[src/rtl/mem_wb_stage.sv]
// MEM/WB stage register with valid/ready handshake and synchronous flush.
// SKID=1 gives a two-entry skid buffer with registered ready; SKID=0 a single register.
module mem_wb_stage #(
   parameter int DATA_W = 32,
   parameter int ADDR_W = 5,
   parameter int CTRL_W = 2,
   parameter int SKID   = 1
) (
   input  logic              clk_i,
   input  logic              rst_i,
   input  logic              flush_i,
   input  logic              valid_i,
   output logic              ready_o,
   input  logic [CTRL_W-1:0] wb_i,
   input  logic [DATA_W-1:0] memdata_i,
   input  logic [DATA_W-1:0] aluresult_i,
   input  logic [ADDR_W-1:0] writeaddr_i,
   output logic              valid_o,
   input  logic              ready_i,
   output logic [CTRL_W-1:0] wb_o,
   output logic [DATA_W-1:0] memdata_o,
   output logic [DATA_W-1:0] aluresult_o,
   output logic [ADDR_W-1:0] writeaddr_o
);

   localparam int E_W = CTRL_W + 2*DATA_W + ADDR_W;

   // Whole entry travels as one vector so fields can never mix between entries.
   logic [E_W-1:0] in_e;
   logic [E_W-1:0] out_e;
   logic           out_valid;
   logic           accept;
   logic           out_free;

   assign in_e     = {wb_i, memdata_i, aluresult_i, writeaddr_i};
   assign accept   = valid_i & ready_o;
   assign out_free = ~out_valid | ready_i;

   generate
      if (SKID != 0) begin : g_skid
         logic [E_W-1:0] skid_e;
         logic           skid_valid;

         // Ready comes straight from a flop: no path from ready_i.
         assign ready_o = ~skid_valid;

         always_ff @(posedge clk_i or posedge rst_i) begin
            if (rst_i) begin
               out_valid  <= 1'b0;
               skid_valid <= 1'b0;
               out_e      <= '0;
               skid_e     <= '0;
            end else if (flush_i) begin
               out_valid  <= 1'b0;
               skid_valid <= 1'b0;
            end else if (out_free) begin
               if (skid_valid) begin
                  out_e      <= skid_e;
                  out_valid  <= 1'b1;
                  skid_valid <= 1'b0;
               end else if (accept) begin
                  out_e     <= in_e;
                  out_valid <= 1'b1;
               end else begin
                  out_valid <= 1'b0;
               end
            end else if (accept) begin
               skid_e     <= in_e;
               skid_valid <= 1'b1;
            end
         end
      end else begin : g_single
         assign ready_o = out_free;

         always_ff @(posedge clk_i or posedge rst_i) begin
            if (rst_i) begin
               out_valid <= 1'b0;
               out_e     <= '0;
            end else if (flush_i) begin
               out_valid <= 1'b0;
            end else if (accept) begin
               out_e     <= in_e;
               out_valid <= 1'b1;
            end else if (out_valid & ready_i) begin
               out_valid <= 1'b0;
            end
         end
      end
   endgenerate

   assign valid_o     = out_valid;
   assign wb_o        = out_valid ? out_e[E_W-1 -: CTRL_W] : '0;
   assign memdata_o   = out_e[ADDR_W+2*DATA_W-1 -: DATA_W];
   assign aluresult_o = out_e[ADDR_W+DATA_W-1 -: DATA_W];
   assign writeaddr_o = out_e[ADDR_W-1:0];

endmodule

[config.mk]
export PLATFORM = sky130hd
export DESIGN_NAME = mem_wb_stage
export DESIGN_NICKNAME = d
export VERILOG_FILES = /design/src/rtl/mem_wb_stage.sv
export SDC_FILE = /design/constraint.sdc
export NUM_CORES = 1
export LEC_CHECK = 0
export ABC_AREA = 0
export BUFFER_PORTS_ARGS = -buffer_cell sky130_fd_sc_hd__buf_2
export CORE_MARGIN = 1
export CORE_UTILIZATION = 35
export DETAILED_ROUTE_END_ITERATION = 10
export PLACE_DENSITY = 0.62
export SLEW_MARGIN = 20
export SYNTH_ARGS = -nofsm -noshare
export SYNTH_HDL_FRONTEND = slang
export SYNTH_SLANG_ARGS = --single-unit
[constraint.sdc]
create_clock -name clk_i -period 6.3 [get_ports clk_i]
set_clock_uncertainty 0.2 [all_clocks]
set_input_delay 0.63 -clock clk_i [delete_from_list [all_inputs] [get_ports clk_i]]
set_output_delay 0.63 -clock clk_i [all_outputs]
set_load 0.03 [all_outputs]
==> results of run 1 <==
[final cells by class]
| cell class | instances | area, µm² | share of cell area |
|---|---|---|---|
| clock buffer | 23 | 488 | 0.0625 |
| clock inverter | 9 | 130 | 0.0167 |
| inverter | 2 | 12.5 | 0.00160 |
| multi-input combinational | 223 | 2490 | 0.318 |
| sequential | 144 | 3610 | 0.462 |
| tap | 260 | 325 | 0.0416 |
| timing repair buffer | 151 | 763 | 0.0977 |
[metal layers]
layer | up-vias | wire length (µm) | GRT usage
li1 | 1701 | - | -
met1 | 1831 | 5480 | 0.164
met2 | 96 | 5640 | 0.202
met3 | 11 | 554 | 0.0337
met4 | 0 | 142 | 0.0509
met5 | - | 0 | 0
[critical path, stage by stage (launching register included)]
cell and delay [ps]:
dfrtp_4 830, nor2_2 280, nand3_4 770, mux2_2 600
[cells by family (layout without fill, tap and decap cells)]
kind of cell,Yosys count,in the layout
flops,144,144
mux,213,213
simple gates,9,9
buf+inv,93,185
compound gates,1,1
[power groups by stage]
stage | combinational [mW] | clock [mW] | sequential, mW
final | 0.570 | 1.04 | 1.23
after global routing | 0.612 | 1.12 | 1.26
after CTS | 0.580 | 1.07 | 1.23
after detailed placement | 0.578 | 0 | 1.24
after global placement | 0.565 | 0 | 1.23
after floorplan | 0.557 | 0 | 1.21
[registers in the layout (all words and copies together), names as in the netlist]
signal and count:
g_skid.skid_e 71, g_skid.skid_valid 1, out_e 71, valid_o 1
[synth_stat cells (all sizes together)]
master,count,share of area
mux2,213,0.35
or2b,1,0.0011
nor3,2,0.0031
inv,2,0.0011
a21oi,1,0.00073
dfrtp,144,0.53
and2,2,0.0018
nor2b,1,0.0020
nor2,2,0.0015
buf,91,0.11
nand3,1,0.0015
[cells in the final DEF, fill, tap and decap left out]
cell type / instances
mux2_2: 207
buf_2: 148
dfrtp_1: 143
clkbuf_16: 17
mux2_1: 6
clkbuf_8: 4
clkinv_2: 3
bufinv_16: 3
buf_4: 3
and2_1: 2
clkbuf_1: 2
clkinv_4: 2
nor2b_4: 1
nor2_2: 1
nand3_4: 1
nor2_1: 1
nor3_4: 1
inv_1: 1
inv_6: 1
or2b_1: 1
nor3_1: 1
a21oi_1: 1
clkinvlp_4: 1
dfrtp_4: 1
[metrics by stage]
| step | hold slack, ps | worst slack (ps) | util | instances | area [µm²] |
|---|---|---|---|---|---|
| finish | 101 | 3440 | 0.414 | 812 | 7810 |
| global route | 147 | 3220 | 0.414 | 812 | 7810 |
| CTS | 126 | 3360 | 0.414 | 812 | 7810 |
| detailed placement | 267 | 3360 | 0.381 | 780 | 7190 |
| global placement | 259 | 3450 | 0.381 | 780 | 7190 |
| floorplan | 249 | 1600 | - | 460 | 6810 |
[worst paths after layout]
kind | start | end | slack (ps)
min in group clk_i | memdata_i[26] | g_skid.skid_e[63] | 270
max reg2reg | g_skid.skid_valid | g_skid.skid_e[44] | 3440
min reg2reg | out_e[69] | out_e[69] | 280
max in group asynchronous | rst_i | out_e[41] | 4370
max | g_skid.skid_valid | g_skid.skid_e[44] | 3440
min | rst_i | out_e[31] | 100
==> results.toml, run 1 <==
[synth]
yosys-mux-area-fraction = 0.352
synthSimpleGateAreaFrac = 0.0110
synthesis.nets = 536
syn_inst = 460
avgSynthCellArea_um2 = 14.8
ys_seq_elements = 144
synth_top_family_by_area = "multiplexers"
synth_compound_area_frac = 0.000735
synth-adder-area-share = 0
synthDistinctLibCells = 16
synth_xor_area_frac = 0
yosysWarnings = 0
seq_area_frac_synth = 0.529
syn_area_um2 = 6810

[placed_design]
gp_congestion = 0.709
place_hpwl_um = 7880
port-buffer-count = 148

[power]
finalPower_mw = 2.84
switching_share = 0.277
ir_worst_vdd_v = 0.000159
power_switching_mw = 0.785
power_frac_clock = 0.366
combPwrFrac = 0.201
power.density_nw_per_um2 = 363
p_leak_nw = 3.52
pwr-share-seq = 0.433
p_int_mw = 2.05

[global_routing]
grt_pass1_vias = 3912
grt_pass1_wl_um = 19900
grt_max_degree = 75
track_usage = 0.127
antenna_found_initial = 0
grt-ovfl-total = 0

[detailed_routing]
first_iter_violations = 90
num_vias = 3639
post-route-drc-count = 0
avgRoutedWirePerCell_um = 14.6
viasPerCell = 4.48
antenna_left = 0
drt_pre_antenna_iters = 4
wl_um = 11800

[clocking]
post_cts_buffers = 0
path_clk_slew_ps = 60
cts_tree = "yes"
htreeDepth = 4
insertion_delay_ps = 400
cts-root-buf = "clkbuf_16"
cts_inserted_buffers = 17
cts_hold_buf = 0
clock_path_buffers = 2
cts_sinks = 144
cts_resized = 0

[final_layout]
fillers = 1803
diodes = 0
area_delta_synth_final_pct = 14.7
drive_gt1_frac = 0.714
nets = 615

[critical_path]
startpoint_type = "register"
reg2regPathDepth = 3
end_kind = "register"
crit_type = "register to register"
cp.arrival_ps = 2940
crit_fanout = 74
required_ps = 6380

[outcome]
status = "completed"

[timing]
finalHoldViolCount = 0
fin_crit_sh = 0.454
slew_violations = 0
setup_viol = 0
fin_tns_setup_ps = 0
slew_headroom = 0.308
tightest_slew_ps = 1040
fmax_mhz = 350
rsz0062_at_grt = "false"
finalCriticalPeriod_ps = 2860

[die]
initial_utilization = 0.361
ioPinCount = 149
die_area_um2 = 20000
num_rows = 50
fp.dieW_um = 142
coreArea_um2 = 18900
die_h_um = 142

[worst_hold_path]
hp-class = "input port to async pin"

[flow_run]
maxCapViolCount = 0
(Power assumes the default switching activity.)
==> run 2: changes to the inputs <==
--- a/config.mk
+++ b/config.mk
@@ -5,12 +5,12 @@
 export SDC_FILE = /design/constraint.sdc
 export NUM_CORES = 1
 export LEC_CHECK = 0
-export ABC_AREA = 0
+export ABC_AREA = 1
 export BUFFER_PORTS_ARGS = -buffer_cell sky130_fd_sc_hd__buf_2
 export CORE_MARGIN = 1
 export CORE_UTILIZATION = 35
 export DETAILED_ROUTE_END_ITERATION = 10
-export PLACE_DENSITY = 0.62
+export PLACE_DENSITY = 0.63
 export SLEW_MARGIN = 20
 export SYNTH_ARGS = -nofsm -noshare
 export SYNTH_HDL_FRONTEND = slang
==> constraint.sdc (replaced) <==
create_clock -name clk_i -period 2.55 [get_ports clk_i]
set_clock_uncertainty 0.2 [all_clocks]
set_input_delay 0.255 -clock clk_i [delete_from_list [all_inputs] [get_ports clk_i]]
set_output_delay 0.255 -clock clk_i [all_outputs]
set_load 0.03 [all_outputs]
==> run 2 against run 1 <==
  * Critical path depth is 3 higher
  * Die area is 3.5% higher
  * Cell count is 64% higher
  * First-iteration DRC count grew to 4.5 times the previous value
  * Sequential cell count stayed put
  * Register-to-register slack worse by 3000 ps
  * Sequential power is 140% higher
  * Setup slack worse by 3100 ps
  * Hold slack worse by 67 ps
  * Sequential share of layout area is 5.6 points lower
==> results.toml, run 2 <==
[outcome]
status = "completed"

[final_layout]
final_common_cell = "nand2_1"
area_delta_synth_final_pct = 26.0
fin_util = 0.454
nets = 1132
fillers = 1930
register_area_um2 = 3600
drive_gt1_frac = 0.188
top_regs = "g_skid.skid_e x71, out_e x71"
multi_input_area_um2 = 2690
final_cell_mix = "nand2_1, buf_2, dfrtp_1"

[clocking]
path_clk_slew_ps = 60
cts_resized = 0
cts-root-buf = "clkbuf_16"
post_cts_buffers = 0
clock_path_buffers = 2
insertion_delay_ps = 420
cts_tree = "yes"
cts_sinks = 144
cts_inserted_buffers = 17
htreeDepth = 4

[timing]
setup_slack_ps = 319
fmax_mhz = 448
finalHoldViolCount = 0
fin_tns_setup_ps = 0
setup_viol = 0
slew_headroom = 0.442
slew_violations = 0
rsz0062_at_grt = "false"
finalCriticalPeriod_ps = 2230
tightest_slew_ps = 836
fin_crit_sh = 0.875

[power]
power_switching_mw = 2.14
ir_worst_vdd_v = 0.000468
pwr-share-seq = 0.431
power_frac_clock = 0.366
finalPower_mw = 6.82
p_leak_nw = 4.96
p_int_mw = 4.69
switching_share = 0.313
combPwrFrac = 0.203
power.density_nw_per_um2 = 768

[detailed_routing]
post-route-drc-count = 0
avgRoutedWirePerCell_um = 13.6
drt_pre_antenna_iters = 5
num_vias = 6132
wl_um = 18200
antenna_left = 0
viasPerCell = 4.59
first_iter_violations = 401

[synth]
ys_async_sr_fraction = 1.00
yosys-top-cells-count = "nand2_1, dfrtp_1, nand3_1"
synthesis.nets = 1007
synth-edff-count = 0
seq_area_frac_synth = 0.511
yosysMostFrequentCell = "nand2_1"
yosysTopAreaCellShare = 0.511
syn_area_um2 = 7050
yosysWarnings = 0
synth_top_cell_by_area = "dfrtp_1"
ys_seq_elements = 144
syn_inst = 931
avgSynthCellArea_um2 = 7.57
synthFlopType = "dfrtp_1"
synthDistinctLibCells = 13
synth_area_leaders = "dfrtp_1, nand2_1, nand3_1"

[global_routing]
grt_pass1_vias = 5821
track_usage = 0.187
grt_max_degree = 74
grt_pass1_wl_um = 29900
antenna_found_initial = 1
grt-ovfl-total = 0

[placed_design]
place_hpwl_um = 10600
gp_congestion = 0.741
port-buffer-count = 148
dp_slack_ps = 440

[die]
initial_utilization = 0.360
num_rows = 51
fp.dieW_um = 144
ioPinCount = 149
coreArea_um2 = 19600
die_h_um = 144
die_area_um2 = 20700

[critical_path]
cpPeakStageDelay_ps = 640
cp_slowest_cell = "nor2_4"
path_delay_family = "buffers and inverters"
crit_chain = "dlygate4sd3_1 > buf_2 > nor2_4 > buf_4 > nand3_1 > nand2_1"
crit_buf_inv = 3
end_kind = "register"
reg2regPathDepth = 5
crit_fanout = 39
crit_type = "input port to register"
critPathLaunch = "flush_i"
cp.arrival_ps = 2380
r2r_setup_slack_ps = 410
required_ps = 2700
r2r-end = "out_e[65]"
reg2reg_from = "g_skid.skid_valid"
startpoint_type = "input port"
critical_path_cell_count = 6

[worst_hold_path]
hold_path_depth = 3
hp-start = "valid_i"
hp-class = "input port to register"
whs_endpoint = "g_skid.skid_valid"

[flow_run]
maxCapViolCount = 0
-- run 2: cell count changes in the layout (fill, tap and decap cells not counted), sizes merged, moves of 6 or more --
cell	change
nand2	+501
inv	+6
mux2	-213
nand3	+143
dlygate4sd3	+73
buf	+9
-- run 2: worst register-to-register path: cells and delay by family, from the launching register on --
family | cells | cell delay (ps)
buffers and inverters | 1 | 540
DFF | 1 | 370
and+or+nand+nor | 4 | 970
-- run 2: per-stage QoR --
step / std cells / cell area (µm²) / hold slack, ps
floorplan: 931 / 7060 / 118
global placement: 1229 / 7560 / 156
detailed placement: 1229 / 7560 / 157
CTS: 1334 / 8880 / 7.79
global route: 1335 / 8890 / 14.7
finish: 1335 / 8890 / 34.4
-- run 2: cell type report --
class / count / share of cell area
repair buffers: 233 / 0.184
clock buffers: 20 / 0.0514
inverters: 8 / 0.00380
well taps: 265 / 0.0373
flip-flops and latches: 144 / 0.406
diodes: 1 / 0.000282
clock inverters: 12 / 0.0152
multi-input cells: 652 / 0.302
-- run 2: worst max-delay path by stage --
stage,end,slack (ps)
finish,out_e[65],320
global route,out_e[43],150
CTS,ready_o,260
detailed placement,out_e[57],440
global placement,out_e[33],450
floorplan,g_skid.skid_e[0],290
-- run 2: metal layers --
metal	track usage	share of wire
met1	0.248	0.47
met2	0.305	0.48
met3	0.0330	0.037
met4	0.0711	0.018
met5	0	0
-- run 2: logic make-up (layout without fill, tap and decap cells) --
family / Yosys count / count (layout) / share of synthesized area
AND/OR/NAND/NOR: 651 / 651 / 0.373
flip-flops: 144 / 144 / 0.511
buffers and inverters: 135 / 273 / 0.115
AO/OA/AOI/OAI: 1 / 1 / 0.000709
other: 0 / 1 / 0
-- run 2: repair_timing --
item                                    4_1_cts  5_1_grt
hold endpoints to repair                    161        0
endpoints found under the setup margin        0        0
hold buffers                                 73        0
-- run 2: power groups by stage --
stage | Clock (mW) | Combinational [mW] | Sequential [mW]
finish | 2.50 | 1.38 | 2.94
global route | 2.64 | 1.55 | 3.00
CTS | 2.55 | 1.40 | 2.94
detailed placement | 0 | 1.32 | 2.98
global placement | 0 | 1.30 | 2.97
floorplan | 0 | 1.17 | 2.93
==> run 3: changes to the inputs <==
--- a/config.mk
+++ b/config.mk
@@ -5,12 +5,11 @@
 export SDC_FILE = /design/constraint.sdc
 export NUM_CORES = 1
 export LEC_CHECK = 0
-export ABC_AREA = 1
 export BUFFER_PORTS_ARGS = -buffer_cell sky130_fd_sc_hd__buf_2
 export CORE_MARGIN = 1
 export CORE_UTILIZATION = 35
 export DETAILED_ROUTE_END_ITERATION = 10
-export PLACE_DENSITY = 0.63
+export PLACE_DENSITY = 0.64
 export SLEW_MARGIN = 20
 export SYNTH_ARGS = -nofsm -noshare
 export SYNTH_HDL_FRONTEND = slang
==> run 3 against run 2 <==
  * Clock power hardly changed
  * First-iteration DRC count is 74% lower
  * Sequential share of layout area grew 1.3 points
  * Cell count is 34% lower
  * Combinational power is 11% higher
  * Critical path type is now register to primary output
  * Critical endpoint is now ready_o
  * Highest routed layer unchanged
==> results.toml, run 3 (synthesis results as in run 1) <==
[worst_hold_path]
hold_path_depth = 3
hp-class = "input port to register"

[clocking]
htreeDepth = 4
path_clk_slew_ps = 60
post_cts_buffers = 0
insertion_delay_ps = 410
clock_path_buffers = 2
cts_sinks = 144
cts_tree = "yes"
cts-root-buf = "clkbuf_16"
cts_inserted_buffers = 17

[critical_path]
cp.arrival_ps = 1480
end_kind = "primary output"
startpoint_type = "register"
required_ps = 2100
reg2regPathDepth = 4
crit_fanout = 72
crit_type = "register to primary output"

[final_layout]
nets = 691
area_delta_synth_final_pct = 26.4
top_regs = "g_skid.skid_e x71, out_e x71"
drive_gt1_frac = 0.632
diodes = 0
final_common_cell = "mux2_2"
multi_input_area_um2 = 2490
final_cell_mix = "mux2_2, buf_2, dfrtp_1"
final_area_um2 = 8610
fillers = 1734
register_area_um2 = 3610

[power]
power.density_nw_per_um2 = 818
ir_worst_vdd_v = 0.000429
p_leak_nw = 3.85

[placed_design]
port-buffer-count = 148
place_hpwl_um = 7940
place_area_um2 = 7270
gp_congestion = 0.744

[timing]
fmax_mhz = 517
fin_crit_sh = 0.759
whs_ps = 46.9
tightest_slew_ps = 443
finalCriticalPeriod_ps = 1940
slew_violations = 0
setup_viol = 0
rsz0062_at_grt = "false"
fin_tns_setup_ps = 0
finalHoldViolCount = 0
slew_headroom = 0.705

[die]
initial_utilization = 0.361
coreArea_um2 = 18900
die_h_um = 142
num_rows = 50
die_area_um2 = 20000
ioPinCount = 149
fp.dieW_um = 142

[detailed_routing]
viasPerCell = 4.48
first_iter_violations = 103
wl_um = 13000
avgRoutedWirePerCell_um = 14.6
num_vias = 3974
antenna_left = 0
drt_pre_antenna_iters = 4
post-route-drc-count = 0

[outcome]
status = "completed"

[global_routing]
antenna_found_initial = 0
grt_pass1_wl_um = 21500
grt_pass1_vias = 4272
grt-ovfl-total = 0
track_usage = 0.139
grt_max_degree = 80

[flow_run]
maxCapViolCount = 0
[run 3: cell types whose count changed in the layout (fill, tap and decap cells not counted), moves of 2 or more]
cell,before,now
and2_1,0,2
buf_4,6,0
clkbuf_8,2,5
clkinv_4,5,1
inv_1,5,1
inv_2,2,0
mux2_1,0,6
mux2_2,0,207
nand2_1,500,0
nand3_1,142,0
nor2_4,3,0
[run 3: layout make-up]
class | count | share of cell area
clock buffers | 23 | 0.0578
clock inverters | 8 | 0.0119
inverters | 2 | 0.00131
multi-input cells | 223 | 0.289
flip-flops and latches | 144 | 0.419
well taps | 260 | 0.0378
repair buffers | 227 | 0.184
[run 3: power breakdown]
| part | switching (mW) | internal (mW) |
|---|---|---|
| combinational | 0.807 | 0.719 |
| clock | 0.924 | 1.57 |
| sequential | 0.241 | 2.79 |
| total | 1.97 | 5.08 |
[run 3: worst paths after layout]
check / from / to / slack [ps]
min in group asynchronous: rst_i / g_skid.skid_e[39] / 310
max: g_skid.skid_valid / ready_o / 610
min: valid_i / g_skid.skid_valid / 50
max in group asynchronous: rst_i / g_skid.skid_valid / 1420
max reg2reg: valid_o / out_e[39] / 660
min reg2reg: out_e[69] / out_e[69] / 280
[run 3: timing repair]
action	4_1_cts	5_1_grt
resized for setup	0	0
hold endpoints to repair	231	0
hold buffers	74	0
[run 3: per-stage QoR]
stage	instances	worst slack, ps	util	power (mW)
CTS	887	566	0.456	7.15
global route	887	526	0.456	7.40
detailed placement	782	668	0.385	4.53
global placement	782	690	0.385	4.44
floorplan	460	290	-	4.37
finish	887	615	0.456	7.05
[run 3: metal layers]
| metal | track usage | routed length, µm | share of wire | vias up |
|---|---|---|---|---|
| li1 | - | - | - | 1857 |
| met2 | 0.232 | 6380 | 0.49 | 99 |
| met5 | 0 | 0 | 0 | - |
| met3 | 0.0408 | 623 | 0.048 | 11 |
| met4 | 0.0470 | 159 | 0.012 | 0 |
| met1 | 0.171 | 5790 | 0.45 | 2007 |
[run 3: critical path, stage by stage (launching register included)]
cell,delay (ps)
dfrtp_4,440
buf_12,370
inv_1,60
buf_2,180
